<file path="src/rtl/baud_pkg.sv">
// Shared types and constants for the baud-rate generator and receive timing engine.
package baud_pkg;

  typedef enum logic [1:0] {
    IDLE  = 2'd0,
    START = 2'd1,
    DATA  = 2'd2,
    STOP  = 2'd3
  } rx_state_e;

  localparam int DIV_MIN = 2;

  // Standard divisors for the 50 MHz board clock.
  localparam int BOARD_CLK_HZ = 50_000_000;
  localparam int DIV_9600     = BOARD_CLK_HZ / 9600;
  localparam int DIV_19200    = BOARD_CLK_HZ / 19200;
  localparam int DIV_115200   = BOARD_CLK_HZ / 115200;

endpackage

</file>
<file path="src/rtl/baud_rx_sync.sv">
// Two-flop synchroniser for the asynchronous serial input, with an optional
// 3-tap majority glitch filter selected by BAUD_GEN_RX_FILTER_EN.
module baud_rx_sync (
  input  logic i_clk,
  input  logic i_rst_n,
  input  logic i_rxd,
  output logic o_rxd_c
);

  logic [1:0] r_sync;

  always_ff @(posedge i_clk or negedge i_rst_n) begin
    if (!i_rst_n) begin
      r_sync <= 2'b11;
    end else begin
      r_sync <= {r_sync[0], i_rxd};
    end
  end

`ifdef BAUD_GEN_RX_FILTER_EN
  logic [1:0] r_tap;
  logic       r_maj;
  logic       w_maj;

  // A lone low sample never wins the vote, so one-cycle glitches are absorbed.
  assign w_maj = (r_sync[1] & r_tap[0]) | (r_sync[1] & r_tap[1]) | (r_tap[0] & r_tap[1]);

  always_ff @(posedge i_clk or negedge i_rst_n) begin
    if (!i_rst_n) begin
      r_tap <= 2'b11;
      r_maj <= 1'b1;
    end else begin
      r_tap <= {r_tap[0], r_sync[1]};
      r_maj <= w_maj;
    end
  end

  assign o_rxd_c = r_maj;
`else
  assign o_rxd_c = r_sync[1];
`endif

endmodule

</file>
<file path="src/rtl/baud_gen.sv">
// Baud-rate generator with loadable divisor plus start-edge resynchronised receive
// bit timing. Optional input glitch filter: define BAUD_GEN_RX_FILTER_EN.
module baud_gen
  import baud_pkg::*;
#(
  parameter int CNT_W     = 16,
  parameter int DIV_RST   = 5208,
  parameter int DATA_BITS = 8
) (
  input  logic             i_clk,
  input  logic             i_rst_n,
  input  logic             i_en,
  input  logic [CNT_W-1:0] i_div,
  input  logic             i_div_load,
  input  logic             i_rxd,
  output logic             o_tx_tick,
  output logic             o_clk_bps,
  output logic             o_rx_busy,
  output logic             o_rx_tick,
  output logic             o_rx_bit,
  output logic             o_frame_done,
  output logic             o_frame_err
);

  logic [CNT_W-1:0] r_div_q;
  logic [CNT_W-1:0] w_div_nxt;
  logic [CNT_W-1:0] w_div_last;
  logic [CNT_W-1:0] w_half_last;
  logic [CNT_W-1:0] r_tx_cnt;
  logic [CNT_W-1:0] w_tx_cnt_nxt;
  logic [CNT_W-1:0] r_rx_cnt;
  logic [CNT_W-1:0] w_rx_cnt_nxt;
  logic [3:0]       r_bit_idx;
  logic [3:0]       w_bit_idx_nxt;
  rx_state_e        r_state;
  rx_state_e        w_state_nxt;
  logic             w_rxd_c;
  logic             r_rxd_d;
  logic             w_fall;
  logic             w_tx_tick_nxt;
  logic             w_clk_bps_nxt;
  logic             w_rx_tick_nxt;
  logic             w_stop_nxt;
  logic             r_tx_tick;
  logic             r_clk_bps;
  logic             r_rx_busy;
  logic             r_rx_tick;
  logic             r_rx_bit;
  logic             r_frame_done;
  logic             r_frame_err;

  baud_rx_sync u_rx_sync (
    .i_clk   (i_clk),
    .i_rst_n (i_rst_n),
    .i_rxd   (i_rxd),
    .o_rxd_c (w_rxd_c)
  );

  assign w_fall      = r_rxd_d & ~w_rxd_c;
  assign w_div_last  = r_div_q - CNT_W'(1);
  assign w_half_last = (r_div_q >> 1) - CNT_W'(1);

  always_comb begin
    w_div_nxt    = r_div_q;
    w_tx_cnt_nxt = r_tx_cnt;
    if (i_div_load) begin
      w_div_nxt    = (i_div < CNT_W'(DIV_MIN)) ? CNT_W'(DIV_MIN) : i_div;
      w_tx_cnt_nxt = '0;
    end else if (i_en) begin
      w_tx_cnt_nxt = (r_tx_cnt >= w_div_last) ? '0 : r_tx_cnt + CNT_W'(1);
    end
  end

  // Outputs are registered from next-state values so each pulse lines up with
  // the cycle in which its counter sits at the terminal count.
  assign w_tx_tick_nxt = i_en && !i_div_load && (w_tx_cnt_nxt == w_div_nxt - CNT_W'(1));
  assign w_clk_bps_nxt = w_tx_cnt_nxt < (w_div_nxt >> 1);

  always_comb begin
    w_state_nxt   = r_state;
    w_rx_cnt_nxt  = r_rx_cnt + CNT_W'(1);
    w_bit_idx_nxt = r_bit_idx;
    if (i_div_load || !i_en) begin
      w_state_nxt   = IDLE;
      w_rx_cnt_nxt  = '0;
      w_bit_idx_nxt = '0;
    end else begin
      case (r_state)
        IDLE: begin
          w_rx_cnt_nxt = '0;
          if (w_fall) begin
            w_state_nxt = START;
          end
        end
        START: begin
          if (r_rx_cnt == w_half_last) begin
            w_rx_cnt_nxt  = '0;
            w_bit_idx_nxt = '0;
            w_state_nxt   = w_rxd_c ? IDLE : DATA;
          end
        end
        DATA: begin
          if (r_rx_cnt == w_div_last) begin
            w_rx_cnt_nxt  = '0;
            w_bit_idx_nxt = r_bit_idx + 4'd1;
            if (r_bit_idx == 4'(DATA_BITS - 1)) begin
              w_state_nxt = STOP;
            end
          end
        end
        STOP: begin
          if (r_rx_cnt == w_div_last) begin
            w_rx_cnt_nxt = '0;
            w_state_nxt  = IDLE;
          end
        end
        default: begin
          w_state_nxt  = IDLE;
          w_rx_cnt_nxt = '0;
        end
      endcase
    end
  end

  // The line value is captured on entry to the strobe cycle, one cycle before
  // the counter leaves it; this keeps rx_bit/done/err registered with the strobe.
  assign w_rx_tick_nxt = (w_state_nxt == DATA) && (w_rx_cnt_nxt == w_div_last);
  assign w_stop_nxt    = (w_state_nxt == STOP) && (w_rx_cnt_nxt == w_div_last);

  always_ff @(posedge i_clk or negedge i_rst_n) begin
    if (!i_rst_n) begin
      r_div_q   <= CNT_W'(DIV_RST);
      r_tx_cnt  <= '0;
      r_tx_tick <= 1'b0;
      r_clk_bps <= 1'b0;
    end else begin
      r_div_q   <= w_div_nxt;
      r_tx_cnt  <= w_tx_cnt_nxt;
      r_tx_tick <= w_tx_tick_nxt;
      r_clk_bps <= w_clk_bps_nxt;
    end
  end

  always_ff @(posedge i_clk or negedge i_rst_n) begin
    if (!i_rst_n) begin
      r_state      <= IDLE;
      r_rx_cnt     <= '0;
      r_bit_idx    <= '0;
      r_rxd_d      <= 1'b1;
      r_rx_busy    <= 1'b0;
      r_rx_tick    <= 1'b0;
      r_rx_bit     <= 1'b0;
      r_frame_done <= 1'b0;
      r_frame_err  <= 1'b0;
    end else begin
      r_state      <= w_state_nxt;
      r_rx_cnt     <= w_rx_cnt_nxt;
      r_bit_idx    <= w_bit_idx_nxt;
      r_rxd_d      <= w_rxd_c;
      r_rx_busy    <= (w_state_nxt != IDLE);
      r_rx_tick    <= w_rx_tick_nxt;
      r_frame_done <= w_stop_nxt & w_rxd_c;
      r_frame_err  <= w_stop_nxt & ~w_rxd_c;
      if (w_rx_tick_nxt) begin
        r_rx_bit <= w_rxd_c;
      end
    end
  end

  assign o_tx_tick    = r_tx_tick;
  assign o_clk_bps    = r_clk_bps;
  assign o_rx_busy    = r_rx_busy;
  assign o_rx_tick    = r_rx_tick;
  assign o_rx_bit     = r_rx_bit;
  assign o_frame_done = r_frame_done;
  assign o_frame_err  = r_frame_err;

endmodule

</file>
<file path="config.mk">
export PLATFORM = sky130hd
export DESIGN_NAME = baud_gen
export DESIGN_NICKNAME = d
export VERILOG_FILES = /design/src/rtl/baud_pkg.sv /design/src/rtl/baud_rx_sync.sv /design/src/rtl/baud_gen.sv
export SDC_FILE = /design/constraint.sdc
export NUM_CORES = 1
export LEC_CHECK = 0
export CAP_MARGIN = 20
export CORE_UTILIZATION = 30
export CTS_CLUSTER_DIAMETER = 100
export CTS_CLUSTER_SIZE = 8
export DETAILED_ROUTE_END_ITERATION = 12
export GPL_TIMING_DRIVEN = 1
export PLACE_DENSITY_LB_ADDON = 0.1
export SYNTH_ARGS = -nofsm -noshare
export SYNTH_HDL_FRONTEND = slang
export SYNTH_HIERARCHICAL = 1
export SYNTH_SLANG_ARGS = --single-unit
export TNS_END_PERCENT = 30
</file>
<file path="constraint.sdc">
create_clock -name i_clk -period 9.97 [get_ports i_clk]
set_clock_uncertainty 0.2 [all_clocks]
set_input_delay 1.994 -clock i_clk [delete_from_list [all_inputs] [get_ports i_clk]]
set_output_delay 1.994 -clock i_clk [all_outputs]
set_load 0.02 [all_outputs]
</file>
## Word-level counts from Yosys, hierarchy flattened

Cells that the tools add are included.

| word-level totals | value |
|---|---|
| flip-flop bits (word level) | 64 |
| input bits | 21 |
| word-level logic and storage cells | 72 |

| cells by class | value |
|---|---|
| $lt $le $gt $ge | 3 |
| add/subtract/negate cells | 6 |
| reduce and logical (&&, ||, !) cells | 12 |
| equality and inequality tests | 12 |
| bitwise operators | 4 |
| multiplexer cells | 21 |

Operators with widths:

| operator | count |
|---|---|
| 2-to-1 mux 16 bit | 8 |
| equality test 16 bit | 4 |
| case mux 16 bit (3 select lines) | 1 |
| adder 16 x 1 -> 16 bit, second input constant | 2 |
| subtractor 16 x 1 -> 16 bit, second input constant | 2 |
| greater-or-equal comparator 16 bit | 1 |
| less-than comparator 16 x 15 -> 1 bit | 1 |
| less-than comparator 16 x 2 -> 1 bit, second input constant | 1 |
| subtractor 15 x 1 -> 16 bit, second input constant | 1 |
| 2-to-1 mux 2 bit | 7 |
| 2-to-1 mux 4 bit | 3 |
| equality test 2 bit, second input constant | 4 |
| case mux 2 bit (4 select lines) | 1 |
| case mux 4 bit (2 select lines) | 1 |
| != test 3 bit, second input constant | 2 |
| adder 4 x 1 -> 4 bit, second input constant | 1 |
| equality test 4 x 3 -> 1 bit, second input constant | 1 |
| logical AND 1 bit | 4 |
| bitwise AND 1 bit | 3 |
| AND reduction 3 bit | 1 |
| nonzero test 3 bit | 1 |
| equality test 2 x 1 -> 1 bit, second input constant | 1 |
| zero test 1 bit | 2 |
| zero test 2 bit | 1 |
| other kinds (4) | 4 |

## Longest topological paths before layout

Gate-level depths: netlist (run 1).

| logic depth | value |
|---|---|
| depth in word-level cells | 8 |
| mapped depth | 27 |
| depth with buffers taken out | 22 |

## Modules after synthesis

Netlist (run 1), hierarchy kept.

By module, submodules not included:

| module | area each (sq um) | instances | seq. area each (sq um) | cells an instance |
|---|---|---|---|---|
| baud_gen | 6248.5 | 1 | 1559.0 | 763 |
| baud_rx_sync | 52.6 | 1 | 52.6 | 2 |

## Worst setup path after synthesis (run 1)

Ideal clock, no wire load.

| timing path | value |
|---|---|
| path type | input port to flip-flop |
| start point | in i_div_load |
| end point | reg r_tx_tick, in the netlist o_tx_tick |
| arrival time | 5076 ps |
| library setup time | 111 ps |
| cell stages on the path | 11 |
| path buffers | 1 |
| path slack | 4582 ps |
| cells stage by stage | buf_1 mux2i_1 inv_1 nor4_1 nand2_1 or4_1 xnor2_1 a221oi_1 o41ai_1 or4b_1 a2111oi_2 |

| on the way | value |
|---|---|
| longest elaborated chain between the ends | 4 |
| elaborated cells on any way between the ends | 7 |
| those cells by class | 1 x add/sub; 1 x eq/ne; 2 x mux; 3 x reduce/logical |

Ends and longest elaborated chain:

| item | line | RTL |
|---|---|---|
| from (decl) | baud_gen.sv:14 | `input logic i_div_load,` |
| 2-to-1 mux 16 bit | baud_gen.sv:66 | `if (i_div_load) begin` |
| net w_div_nxt[2] | baud_gen.sv:26 | `logic [CNT_W-1:0] w_div_nxt;` |
| subtractor 16 x 1 -> 16 bit | baud_gen.sv:76 | `assign w_tx_tick_nxt = i_en && !i_div_load && (w_tx_cnt_nxt == w_div_nxt - CNT_W'(1));` |
| equality test 16 bit | baud_gen.sv:76 |  |
| logical AND 1 bit | baud_gen.sv:76 |  |
| net w_tx_tick_nxt | baud_gen.sv:40 | `logic w_tx_tick_nxt;` |
| to (signal assigned) | baud_gen.sv:139 | `r_tx_tick <= w_tx_tick_nxt;` |
| to (decl) | baud_gen.sv:44 | `logic r_tx_tick;` |

The timed path passes the listed nets, and every way through them passes these cells.
A chain may end at the register's enable or synchronous reset.

## Worst setup path in the final report (run 1)

| timing path | value |
|---|---|
| start point | in i_div_load |
| end point | reg r_tx_tick, in the netlist o_tx_tick |

| on the way | value |
|---|---|
| longest elaborated chain between the ends | 4 |
| elaborated cells on any way between the ends | 7 |
| those cells by class | 1 x add/sub; 1 x eq/ne; 2 x mux; 3 x reduce/logical |

Ends and longest elaborated chain:

| item | line |
|---|---|
| 2-to-1 mux 16 bit | baud_gen.sv:66 |
| subtractor 16 x 1 -> 16 bit | baud_gen.sv:76 |
| equality test 16 bit | baud_gen.sv:76 |
| logical AND 1 bit (*) | baud_gen.sv:76 |
| net w_tx_tick_nxt | baud_gen.sv:40 |

Mark *: on every way through the listed nets, which the timed path passes. The rest lies on a longest branch.

==> results of run 1 <==
## final cells by class
type / count / area (sq um)
clock inverter: 7 / 104
clock buffer: 9 / 225
tap: 270 / 338
antenna: 1 / 2.50
timing repair buffer: 35 / 325
fill: 2156 / 13300
sequential: 64 / 1610
inverter: 40 / 150
multi-input combinational: 616 / 4350
## worst reg2reg max path: stages (launching register included)
cell and delay (ns):
dfrtp_1 0.67, nor4_4 0.83, nand3_1 0.38, xor2_1 0.50, ha_1 0.32, and3_1 0.17, a221o_1 0.28, a21o_1 0.18
a31oi_1 0.26, a31oi_2 0.12, buf_4 0.26, nor2_1 0.22, ha_1 0.28, a21oi_1 0.14, nor2b_1 0.06, o21ai_0 0.19
nand2b_1 0.09, a21oi_1 0.16, nor2b_1 0.06, o21ai_0 0.15, nand2_1 0.07, nor3_1 0.20
## cells in the final DEF, fill, tap and decap left out, drive strengths merged, types with 4 or more instances in the layout
cell type,instances
a211oi,8
a21o,8
a21oi,26
a221oi,4
a31oi,11
and2,12
and3,10
and4,9
buf,9
clkbuf,9
clkdlybuf4s50,26
clkinv,4
dfrtp,56
dfstp,8
ha,35
inv,41
mux2i,19
nand2,56
nand2b,10
nand3,22
nand4,30
nor2,74
nor2b,7
nor3,22
nor3b,7
nor4,20
o2111ai,5
o211a,4
o211ai,5
o21ai,25
o22ai,9
o31ai,5
or2,4
or3,9
or4,7
xnor2,62
xor2,42
## path summary, 6_finish.rpt
| path | start | end | slack (ns) | depth (start not counted) |
|---|---|---|---|---|
| setup / recovery | i_div_load | o_tx_tick | 3.61 | 12 |
| hold / removal | u_rx_sync/r_sync[0] | u_rx_sync/r_sync[1] | 0.16 | 0 |
| setup reg to reg | r_div_q[5] | o_clk_bps | 4.09 | 21 |
| hold reg to reg | u_rx_sync/r_sync[0] | u_rx_sync/r_sync[1] | 0.16 | 0 |
| max in group asynchronous | i_rst_n | r_rx_cnt[3] | 7.36 | 2 |
| min in group asynchronous | i_rst_n | r_tx_cnt[4] | 1.66 | 2 |
## power by group through the flow
stage	clock [mW]	combinational, mW	sequential (mW)
floorplan	0	0.147	0.283
global placement	0	0.185	0.312
detailed placement	0	0.186	0.311
CTS	0.361	0.187	0.307
global route	0.372	0.208	0.310
finish	0.353	0.188	0.307
## flip-flops by register name (all words and copies together), names as in the netlist
name,flops
r_bit_idx,4
r_div_q,16
u_rx_sync/r_sync,2
o_rx_busy,1
o_frame_done,1
o_rx_tick,1
o_rx_bit,1
r_tx_cnt,16
o_clk_bps,1
r_rx_cnt,16
o_frame_err,1
r_rxd_d,1
o_tx_tick,1
r_state,2
## per-layer routing
| metal | vias up | GRT usage, % | wire length [microns] |
|---|---|---|---|
| li1 | 2790 | - | - |
| met1 | 2833 | 27.7 | 9780 |
| met2 | 191 | 34.2 | 10000 |
| met3 | 28 | 2.89 | 1160 |
| met4 | 0 | 5.82 | 338 |
| met5 | - | 0 | 0 |
## cells by family after synthesis
family | Yosys count | synth area share (%)
AO/OA/AOI/OAI | 144 | 16.3
XOR/XNOR | 104 | 14.5
adder cells (fa/ha/maj) | 35 | 6.95
buffers and inverters | 85 | 5.54
flip-flops | 64 | 25.6
multiplexers | 22 | 3.55
AND/OR/NAND/NOR | 311 | 27.6
## cells in the mapped netlist (all sizes together) (8+ instances only)
| master | count | area, sq um |
|---|---|---|
| nor2 | 74 | 288 |
| xnor2 | 62 | 543 |
| dfrtp | 56 | 1400 |
| nand2 | 56 | 210 |
| xor2 | 42 | 368 |
| inv | 40 | 150 |
| ha | 35 | 438 |
| nand4 | 30 | 188 |
| a21oi | 26 | 134 |
| o21ai | 25 | 125 |
| buf | 24 | 120 |
| nand3 | 22 | 110 |
| nor3 | 22 | 110 |
| clkbuf | 21 | 78.8 |
| nor4 | 20 | 191 |
| mux2i | 19 | 190 |
| and2 | 12 | 75.1 |
| a31oi | 11 | 68.8 |
| and3 | 10 | 62.6 |
| nand2b | 10 | 62.6 |
| and4 | 9 | 78.8 |
| o22ai | 9 | 56.3 |
| or3 | 9 | 61.3 |
| a211oi | 8 | 60.1 |
| a21o | 8 | 60.1 |
| dfstp | 8 | 210 |
==> reports/metrics.yaml, run 1 <==
synthesis:
  ys_seq_area_share_pct: 25.6
  syn_avg_cell_area_sq_um: 8.24
  synth-seq-cells: 64
  ys.flop_type: "dfrtp_1"
  synth_edf_count: 0
  synth_cell_types: 81
  ys_async_sr_fraction_pct: 100
  synthCells: 765
  ys_warn_count: 6
  synthesis.nets: 821
  netlist_area_sq_mm: 0.00630
setup_path:
  cp_slowest_cell: "clkdlybuf4s50_1"
  arrival_ns: 6.39
  slowest_delay_ns: 1.15
  worst-path-buf-inv: 2
  crit_family: "buffers and inverters"
  worstPathRequired_ns: 10.00
  critPathLaunchType: "input port"
  crit_chain: "clkdlybuf4s50_1 -> inv_1 -> a41o_1 -> o22ai_1 -> ha_1 -> nand2_1 -> or4_1 -> xnor2_1 -> a221oi_1 -> o41ai_1 -> or4b_1 -> a2111oi_2"
  critical_path.max_fanout: 21
  endpoint_kind: "register"
  crit_type: "input port to register"
clock_network:
  hold_buffers: 0
  cts-root-buf: "clkbuf_16"
  clock_latency_ns: 0.34
  clock-sinks: 64
  post_cts_resized: 0
  numCtsBuffers: 9
  clockBufferDepth: 2
  clk_pin_slew_ns: 0.06
  cts.htree.levels: 3
  cts_tree: "done"
  post_cts_buffers: 0
routing:
  first_pass_iters: 5
  vias: 5842
  drtIter0Drc: 492
  vias_per_cell: 5.61
  routed_wl_microns: 21300
  drc: 0
  routedWlPerCell_microns: 20.5
  ant_nets: 0
power_and_ir_drop:
  power_uw: 847
  leakagePower_nw: 2.82
  clock_power_share_pct: 41.6
  switchingPower_uw: 280
  peakVddDrop_v: 0.0000757
  sequentialPowerShare_pct: 36.2
  p_comb_share_pct: 22.2
  p_int_uw: 567
  p_sw_share_pct: 33.0
  power-per-cell-area_mw_per_mm2: 119
place:
  port_buffers: 27
  globalplace.congestion: 0.926
  dp_slack_ns: 3.28
  dp.cells: 1025
  hpwlAfterDp_microns: 16800
  place_area_sq_mm: 0.00677
floorplanning:
  ioPinCount: 28
  die_w_microns: 147
  fp.dieArea_sq_mm: 0.0216
  initial_core_util_pct: 30.8
  num_rows: 52
  die_h_microns: 147
  core_area_sq_mm: 0.0204
sta:
  fmax_mhz: 157
  final_hold_viol_count: 0
  setup_viol: 0
  rsz0062_at_grt: "no"
  slew_violations: 0
  fin_tns_setup_ns: 0
  tightest_slew_ns: 1.02
  layout_setup_ws_ns: 3.61
  relSlewSlack_pct: 31.7
  holdWs_ns: 0.157
  finalCriticalPeriod_ns: 6.36
  min_period_over_period_pct: 63.8
layout:
  drive_gt1_share_pct: 7.26
  postLayoutCoreUtil_pct: 34.8
  layout.cells.non_filler: 1042
  area_delta_synth_final_pct: 12.7
  final_area_sq_mm: 0.00710
  fin_nets: 822
run_status:
  status: "finished clean"
grt:
  grt_pass1_wl_microns: 33900
  grt_max_degree: 65
  overflow: 0
  grt_usage_pct: 20.6
  antenna_found_initial: 0
  grt_pass1_vias: 5771
job:
  max_cap_violations: 0
hold_path:
  min_path_type: "register to register"
Note: power is estimated with default switching activity, not from simulation.
==> run 2, diff against run 1 <==
clock period = 6.5 ns   (was 9.97 ns; I/O delays follow)
==> run 2 against run 1 <==
Compared with the run above: power grew 56%; die area unchanged; wire length is 4.5% higher; final cell count increased by 1.2%; core utilization is 0.47 points higher; critical path type is now register to register; final area grew 1.3%; first-iteration DRC count decreased by 22%; critical endpoint is now o_clk_bps.
==> reports/metrics.yaml, run 2 (synthesis results as in run 1) <==
job:
  max_cap_violations: 0  # unchanged
place:
  dp_slack_ns: 0.783  # was 3.28 ns
  place_area_sq_mm: 0.00687  # was 0.00677 sq mm
  hpwlAfterDp_microns: 17400  # was 16800 microns
  globalplace.congestion: 0.944  # was 0.926
  port_buffers: 27  # unchanged
setup_path:
  cpMostUsedCell: "ha_1"
  r2r-end: "o_clk_bps"  # unchanged
  r2r_slack_ns: 0.68  # was 4.09 ns
  crit_chain: "inv_1 -> ha_1 -> nor3b_2 -> and4_1 -> xnor2_1 -> ha_1 -> a21o_1 -> a221o_1 -> a21o_1 -> a31oi_1 -> a31oi_2 -> buf_4 -> nor2_1 -> ha_1 -> and4_1 -> a21oi_1 -> nand2_1 -> a21oi_1 -> nand2_1 -> nor3_1"  # was clkdlybuf4s50_1 -> inv_1 -> a41o_1 -> o22ai_1 -> ha_1 -> nand2_1 -> or4_1 -> xnor2_1 -> a221oi_1 -> o41ai_1 -> or4b_1 -> a2111oi_2
  critPathLaunchType: "register"  # was input port
  endpoint_kind: "register"  # unchanged
  critical_path.max_fanout: 18  # was 21
  worstPathRequired_ns: 6.57  # was 10.00 ns
  crit_family: "simple AND/OR/NAND/NOR gates"  # was buffers and inverters
  arrival_ns: 5.89  # was 6.39 ns
  cp_slowest_cell: "nor3b_2"  # was clkdlybuf4s50_1
  worstRegToRegCells: 20  # was 21
  worst-path-buf-inv: 2  # unchanged
  slowest_delay_ns: 0.61  # was 1.15 ns
  r2r-start: "r_div_q[1]"  # was r_div_q[5]
  crit_type: "register to register"  # was input port to register
routing:
  routed_wl_microns: 22300  # was 21300 microns
  ant_nets: 0  # unchanged
  routedWlPerCell_microns: 21.1  # was 20.5 microns
  first_pass_iters: 5  # unchanged
  vias_per_cell: 5.70  # was 5.61
  vias: 6005  # was 5842
  drtIter0Drc: 386  # was 492
  drc: 0  # unchanged
hold_path:
  min_path_type: "register to register"  # unchanged
  worstHoldStart: "u_rx_sync/r_sync[0]"  # unchanged
  hold_depth: 0  # unchanged
  min_to: "u_rx_sync/r_sync[1]"  # unchanged
floorplanning:
  num_rows: 52  # unchanged
  die_h_microns: 147  # unchanged
  core_area_sq_mm: 0.0204  # unchanged
  fp.dieArea_sq_mm: 0.0216  # unchanged
  die_w_microns: 147  # unchanged
  ioPinCount: 28  # unchanged
  initial_core_util_pct: 30.8  # unchanged
sta:
  setup_viol: 0  # unchanged
  fmax_mhz: 172
  rsz0062_at_grt: "no"  # unchanged
  min_period_over_period_pct: 89.6
  fin_tns_setup_ns: 0  # unchanged
  finalCriticalPeriod_ns: 5.82
  slew_violations: 0  # unchanged
  tightest_slew_ns: 0.881  # was 1.02 ns
  layout_setup_ws_ns: 0.676  # was 3.61 ns
  final_hold_viol_count: 0  # unchanged
  relSlewSlack_pct: 41.3  # was 31.7%
grt:
  grt_usage_pct: 21.3  # was 20.6%
  grt_pass1_vias: 5879  # was 5771
  overflow: 0  # unchanged
  antenna_found_initial: 0  # unchanged
  grt_max_degree: 65  # unchanged
  grt_pass1_wl_microns: 34500  # was 33900 microns
clock_network:
  clockBufferDepth: 2  # unchanged
  hold_buffers: 0  # unchanged
  numCtsBuffers: 9  # unchanged
  clock_latency_ns: 0.36  # was 0.34 ns
  post_cts_buffers: 0  # unchanged
  post_cts_resized: 0  # unchanged
  cts_tree: "done"  # unchanged
  cts.htree.levels: 3  # unchanged
  clock-sinks: 64  # unchanged
  clk_pin_slew_ns: 0.06  # about the same
  cts-root-buf: "clkbuf_16"  # unchanged
layout:
  area_delta_synth_final_pct: 14.2  # was 12.7%
  final_area_sq_mm: 0.00720  # was 0.00710 sq mm
  diodes: 0  # was 1
  drive_gt1_share_pct: 8.80  # was 7.26%
  mostFrequentLayoutCell: "nor2_1"  # unchanged
  largestRegisters: "r_div_q: 16 flops, r_rx_cnt: 16 flops, r_tx_cnt: 16 flops"  # unchanged
  final_cell_mix: "nor2_1, xnor2_1, nand2_1, dfrtp_1, xor2_1"  # unchanged
  fin_nets: 835  # was 822
power_and_ir_drop:
  leakagePower_nw: 2.88  # was 2.82 nW
  power-per-cell-area_mw_per_mm2: 184  # was 119 mW/mm^2
  power_mw: 1.32  # was 847 uW
  peakVddDrop_v: 0.000163  # was 0.0000757 V
run_status:
  status: "finished clean"  # unchanged
==> run 2: power breakdown <==
part	switching [mW]	total, mW	leakage, nW	internal [mW]
combinational	0.186	0.309	1.89	0.123
clock	0.211	0.551	0.160	0.340
sequential	0.0489	0.465	0.834	0.416
==> run 2: final cells by class <==
cell class	instances	area, sq um
fillers	2170	13200
clock inverters	7	104
multi-input cells	616	4350
flip-flops and latches	64	1610
repair buffers	48	423
inverters	40	150
clock buffers	9	225
well taps	270	338
==> run 2: worst max-delay path by stage <==
stage	startpoint	endpoint	cells past startpoint
floorplan	r_div_q[0]	o_clk_bps	26
global placement	r_div_q[1]	o_clk_bps	22
detailed placement	r_div_q[2]	o_clk_bps	20
CTS	r_div_q[2]	o_clk_bps	20
global route	r_div_q[2]	o_clk_bps	20
finish	r_div_q[1]	o_clk_bps	20
==> run 2: stage by stage <==
step,hold WS (ns),instances,util [%]
floorplan,0.145,765,-
global placement,0.146,1038,33.6
detailed placement,0.148,1038,33.6
CTS,0.157,1054,35.2
global route,0.169,1054,35.2
finish,0.156,1054,35.2
==> run 2: per-layer routing <==
metal  routed length [microns]  share of wire, %  track usage, %
met5                         0                 0               0
met4                       637               2.9            9.28
met3                      1090               4.9            2.11
met2                     10200                46            33.8
met1                     10400                47            29.2
==> run 3, diff against run 2 <==
HOLD_SLACK_MARGIN = 0.05   (was unset)
==> results of run 3 <==
Final layout, timing and power as in run 2 (identical DEF).
